$ cat config.mk
export PLATFORM = sky130hd
export DESIGN_NAME = hazard_ctrl
export DESIGN_NICKNAME = d
export VERILOG_FILES = /design/src/rtl/hazard_ctrl.sv
export SDC_FILE = /design/constraint.sdc
export NUM_CORES = 1
export LEC_CHECK = 0
export CAP_MARGIN = 20
export CORE_MARGIN = 5
export CORE_UTILIZATION = 55
export CTS_CLUSTER_DIAMETER = 100
export CTS_CLUSTER_SIZE = 20
export DETAILED_ROUTE_END_ITERATION = 8
export DONT_BUFFER_PORTS = 1
export GPL_TIMING_DRIVEN = 0
export PLACE_DENSITY_LB_ADDON = 0.3
export SYNTH_ARGS = -nofsm -noshare
export SYNTH_HDL_FRONTEND = slang
export SYNTH_SLANG_ARGS = --single-unit
$ cat constraint.sdc
create_clock -name Clock -period 2.7 [get_ports Clock]
set_clock_uncertainty 0.1 [all_clocks]
set_input_delay 0.27 -clock Clock [delete_from_list [all_inputs] [get_ports Clock]]
set_output_delay 0.27 -clock Clock [all_outputs]
set_load 0.005 [all_outputs]
$ cat src/rtl/hazard_ctrl.sv
// hazard_ctrl: load-use stall, branch flush sequencing, EX operand forwarding
// and saturating hazard counters for the five-stage pipeline.
module hazard_ctrl #(
  parameter int CNT_W = 16
) (
  input  logic             Clock,
  input  logic             nReset,
  input  logic [4:0]       id_addr1,
  input  logic [4:0]       id_addr2,
  input  logic             id_use1,
  input  logic             id_use2,
  input  logic [4:0]       ex_addr1,
  input  logic [4:0]       ex_addr2,
  input  logic [4:0]       ex_rd,
  input  logic             ex_Wreg,
  input  logic             ex_Rmem,
  input  logic [4:0]       mem_rd,
  input  logic             mem_Wreg,
  input  logic [4:0]       wb_rd,
  input  logic             wb_Wreg,
  input  logic             branch_taken,
  input  logic             clr_cnt,
  output logic             stall,
  output logic             flush,
  output logic             flush_ifid,
  output logic [1:0]       fwd1_sel,
  output logic [1:0]       fwd2_sel,
  output logic [CNT_W-1:0] lu_stalls,
  output logic [CNT_W-1:0] br_flushes
);
  typedef enum logic {RUN, REDIRECT} state_t;
  state_t state, state_nxt;
  logic lu, lu_inc;
  assign lu = ex_Rmem & ex_Wreg & (ex_rd != 5'd0) &
              ((id_use1 & (id_addr1 == ex_rd)) | (id_use2 & (id_addr2 == ex_rd)));
  always_ff @(posedge Clock or negedge nReset)
    if (!nReset) state <= RUN;
    else state <= state_nxt;
  // Outputs are gated by nReset so reset silences control immediately.
  always_comb begin
    state_nxt  = RUN;
    stall      = 1'b0;
    flush      = 1'b0;
    flush_ifid = 1'b0;
    lu_inc     = 1'b0;
    if (state == REDIRECT || branch_taken) begin
      flush      = nReset;
      flush_ifid = nReset;
      state_nxt  = branch_taken ? REDIRECT : RUN;
    end else if (lu) begin
      stall  = nReset;
      flush  = nReset;
      lu_inc = 1'b1;
    end
  end
  always_comb begin
    fwd1_sel = (mem_Wreg && mem_rd != 5'd0 && mem_rd == ex_addr1) ? 2'b01 :
               (wb_Wreg && wb_rd != 5'd0 && wb_rd == ex_addr1) ? 2'b10 : 2'b00;
    fwd2_sel = (mem_Wreg && mem_rd != 5'd0 && mem_rd == ex_addr2) ? 2'b01 :
               (wb_Wreg && wb_rd != 5'd0 && wb_rd == ex_addr2) ? 2'b10 : 2'b00;
  end
  always_ff @(posedge Clock or negedge nReset)
    if (!nReset) begin
      lu_stalls  <= '0;
      br_flushes <= '0;
    end else begin
      lu_stalls  <= clr_cnt ? '0 : (lu_inc && !(&lu_stalls)) ? lu_stalls + 1'b1 : lu_stalls;
      br_flushes <= clr_cnt ? '0 : (branch_taken && !(&br_flushes)) ? br_flushes + 1'b1 : br_flushes;
    end
endmodule

== Word-level counts from Yosys, hierarchy flattened ==
Index checks and enable logic that the tools add are counted.
Word-level totals
  register bits after elaboration: 33
  bits of input ports: 45
  output and inout port bits: 39
  logic and storage cells: 51
Cells by class
  add/subtract/negate cells: 2
  equality and inequality tests: 6
  mux-type cells: 16
  bitwise logic cells: 6
  reduce and logical (&&, ||, !) cells: 18
Operators by type and width (count)
  $mux W16: 4
  $add A16 B1 Y16 const B: 2
  $reduce_and A16 Y1: 2
  $eq A5 B5 Y1: 6
  $reduce_bool A5 Y1: 3
  $logic_and A1 B1 Y1: 8
  $mux W1: 8
  $mux W2: 4
  $and A1 B1 Y1: 5
  $reduce_bool A2 Y1: 2
  $logic_not A1 Y1: 2
  $logic_or A1 B1 Y1: 1
  $or A1 B1 Y1: 1

== Depth between registers and ports, before layout ==
  depth in word-level cells: 9
  mapped depth: 8
  depth with buffers taken out: 6

== Worst setup path after synthesis ==
Ideal clock, no wire load.
  kind: register to register
  from: reg lu_stalls[6]
  to: reg lu_stalls[13]
  setup time: 0.078 ns
  data arrival time: 1.788 ns
  data required time: 2.522 ns
  path slack: 0.734 ns
  stages on the path, launching flop included: 6
  buffers on the path: 0
  clock period less this slack: 1.966 ns
  cell sequence: dfrtp_1 -> and4_1 -> and3_1 -> a311o_1 -> or4_1 -> a21oi_1
On the way
  word-level cells in the longest chain between the ends: 4
  elaborated cells on any way between the ends: 7
  classes of those cells: add/sub (1); mux (2); reduce/logical (4)
RTL lines
  from (decl): RTL line 28  | output logic [CNT_W-1:0] lu_stalls,
  from (signal assigned): RTL line 67  | lu_stalls <= clr_cnt ? '0 : (lu_inc && !(&lu_stalls)) ? lu_stalls + 1'b1 : lu_stalls;
  branches (longest 4 deep; another with $add A16 B1 Y16)
Parallel ways; which one is timed is not known. The select of a mux whose other input is x is not followed.
A chain may end at the register's enable or synchronous reset.

== Worst setup path after layout ==
Ends and elaborated chain as after synthesis.

==> impl_metrics.env <==
export IMPL_area_delta_synth_final_pct=8.42
export IMPL_critPathCaptureType="register"
export IMPL_hold_end="lu_stalls[14]"
export IMPL_grt_pass1_wl_um=9080
export IMPL_p_comb_frac=0.096
export IMPL_grt_util_all_layers=0.213
export IMPL_syn_nets=293
export IMPL_gr_total_overflow=0
export IMPL_synth_edff_count=0
export IMPL_seqPwrFrac=0.516
export IMPL_peakVddDrop_mv=0.371
export IMPL_setup_slack_ps=548
export IMPL_r2r_end="lu_stalls[13]"
export IMPL_maxSlewHeadroom=0.606
export IMPL_path_cells="and4_1, and3_1, a311o_1, or4_1, a21oi_1"
export IMPL_dpl_hpwl_um=4180
export IMPL_drive_gt1_frac=0.0625
export IMPL_routedWlPerCell_um=18.8
export IMPL_netlist_area_mm2=0.00224
export IMPL_vias=1977
export IMPL_initial_core_util=0.565
export IMPL_grt_pass1_vias=1988
export IMPL_ff2ff_setup_slack_ps=550
export IMPL_path_max_fanout=7
export IMPL_yosys_register_bits=33
export IMPL_cp_start_kind="register"
export IMPL_clockPowerShare=0.388
export IMPL_grt_start_max_net_pins=34
export IMPL_portBuffers=0
export IMPL_ys_types=43
export IMPL_power_density_mw_per_mm2=402
export IMPL_clk_pin_slew_ps=70
export IMPL_hold_viol=0
export IMPL_p_int_uw=744
export IMPL_cts_buffers=5
export IMPL_min_period_ps=2150
export IMPL_antenna_left=0
export IMPL_grt_setup_unrepaired="false"
export IMPL_worstRegToRegCells=5
export IMPL_cts_max_level=2
export IMPL_async_flop_share=1.00
export IMPL_leakagePower_uw=0.000894
export IMPL_synth_top_area_share=0.368
export IMPL_yosys_top_cells_count="33 x dfrtp_1, 26 x xor2_1, 19 x a21oi_1, 19 x nor2_1"
export IMPL_critPathMaxStageDelay_ps=470
export IMPL_gp_congestion=0.833
export IMPL_antenna_found_initial=0
export IMPL_nFillCells=372
export IMPL_cts_sink_count=33
export IMPL_hp_class="in2reg"
export IMPL_die_h_um=73.9
export IMPL_fin_crit_sh=0.797
export IMPL_setup_viol=0
export IMPL_clockBufferDepth=2
export IMPL_num_rows=23
export IMPL_arrival_ps=2260
export IMPL_die_x_um=73.9
export IMPL_status="complete, no violations"
export IMPL_fin_util=0.612
export IMPL_die_area_mm2=0.00546
export IMPL_core_area_mm2=0.00397
export IMPL_slowest_stage="dfrtp_1"
export IMPL_r2r_start="lu_stalls[6]"
export IMPL_dpl_cell_area_mm2=0.00231
export IMPL_ioPinCount=84
export IMPL_firstDrtPassIters=4
export IMPL_cp_required_ps=2810
export IMPL_fin_tns_setup_ps=0
export IMPL_syn_instance_count=246
export IMPL_cts_tree="built"
export IMPL_nNetsFinal=303
export IMPL_synth_avg_cell_area_um2=9.12
export IMPL_post_drt_via_cell_ratio=6.46
export IMPL_synth_area_leaders="dfrtp_1 37%, xor2_1 10%, xnor2_1 6.6%, or4_1 5.4%, a21oi_1 4.2%"
export IMPL_holdWs_ps=197
export IMPL_yosys_area_top_type="dfrtp_1"
export IMPL_cts_root_buf="clkbuf_8"
export IMPL_fin_area_mm2=0.00243
export IMPL_route_detailed_drc=0
export IMPL_seq_area_frac_synth=0.368
export IMPL_worstMarginPinSlew_ps=583
export IMPL_routed_wl_um=5750
export IMPL_max_clock_freq_mhz=465
export IMPL_maxSlewViolCount=0
export IMPL_yosysWarningCount=0
export IMPL_pre_cts_slack_ps=595
export IMPL_worstSetupPathType="reg2reg"
export IMPL_antenna_cells=0
export IMPL_worstHoldPathCells=2
export IMPL_yosysMostFrequentCell="dfrtp_1"
export IMPL_swShare=0.240
export IMPL_min_delay_start="clr_cnt"
export IMPL_insertion_delay_ps=290
export IMPL_power_switching_uw=235
export IMPL_synthFlopType="dfrtp_1"
export IMPL_initialDrtViolationCount=79
export IMPL_maxCapViolCount=0
[repair_timing]
| item | CTS | global route |
|---|---|---|
| hold buffers | 3 | 0 |
| hold endpoints to repair | 34 | 0 |
| resized for setup | 0 | 0 |
| setup buffers | 0 | 0 |
[sequential cells by signal, summed over array words and instances (netlist names)]
signal and cells:
lu_stalls 16, state 1, br_flushes 16
[cells in the final DEF (no fill, tap or decap), drive strengths merged, types with 2 or more instances in the layout]
cell         count
nor2            19
nand4            5
o31ai           11
xor2            26
nand2           17
and2             3
and3             7
nand3           12
a211oi           3
o2111ai          2
or3              3
and4             5
inv              2
clkbuf          11
a21oi           19
nor4b            2
o21ai            6
nor3             3
nor2b            2
xnor2           17
or4             16
dlygate4sd3      2
dfrtp           33
buf              7
nor4             9
ha               2
[power groups by stage]
stage / Clock (uW) / Sequential, uW / Combinational, uW
2_1_floorplan: 0 / 512 / 65.7
3_3_place_gp: 0 / 514 / 77.9
3_5_place_dp: 0 / 514 / 79.4
4_1_cts: 383 / 505 / 95.5
5_1_grt: 414 / 505 / 105
6_report: 379 / 505 / 94.3
[critical path, delay by kind of cell (launching register included)]
kind / cells / cell delay (ps)
AOI/OAI and AO/OA: 2 / 550
DFF: 1 / 470
and+or+nand+nor: 3 / 960
[through the flow]
stage	total power, uW	instances
after floorplan	578	246
after global placement	592	296
after detailed placement	594	296
after CTS	984	306
after global routing	1020	306
final	979	306
[worst max-delay path by stage]
stage	start	endpoint	slack [ps]	cells past startpoint
6_report	lu_stalls[6]	lu_stalls[13]	550	5
5_1_grt	lu_stalls[0]	lu_stalls[5]	470	7
4_1_cts	lu_stalls[6]	lu_stalls[13]	560	5
3_5_place_dp	ex_rd[2]	flush	590	7
3_3_place_gp	lu_stalls[6]	lu_stalls[15]	600	6
2_1_floorplan	lu_stalls[6]	lu_stalls[13]	730	5
[kinds of logic after synthesis]
kind of cell,synth area share
multiplexers,0.00948
buffers and inverters,0.0284
AO/OA/AOI/OAI,0.140
XOR/XNOR,0.168
AND/OR/NAND/NOR,0.275
adder cells (fa/ha/maj),0.0112
flip-flops,0.368
[layer usage]
| layer | vias up | GRT usage | routed length, um |
|---|---|---|---|
| li1 | 939 | - | - |
| met1 | 950 | 0.259 | 2400 |
| met2 | 79 | 0.360 | 2800 |
| met3 | 9 | 0.0657 | 478 |
| met4 | 0 | 0.0624 | 74 |
| met5 | - | 0 | 0 |
[layout make-up]
| cell class | instances | area (um2) | area share |
|---|---|---|---|
| repair buffers | 3 | 40.0 | 0.0165 |
| inverters | 2 | 7.51 | 0.00309 |
| well taps | 50 | 62.6 | 0.0257 |
| plain buffers | 10 | 56.3 | 0.0231 |
| flip-flops and latches | 33 | 826 | 0.340 |
| multi-input cells | 201 | 1350 | 0.557 |
| clock buffers | 7 | 86.3 | 0.0355 |
Power figures use the tool's default switching activity.
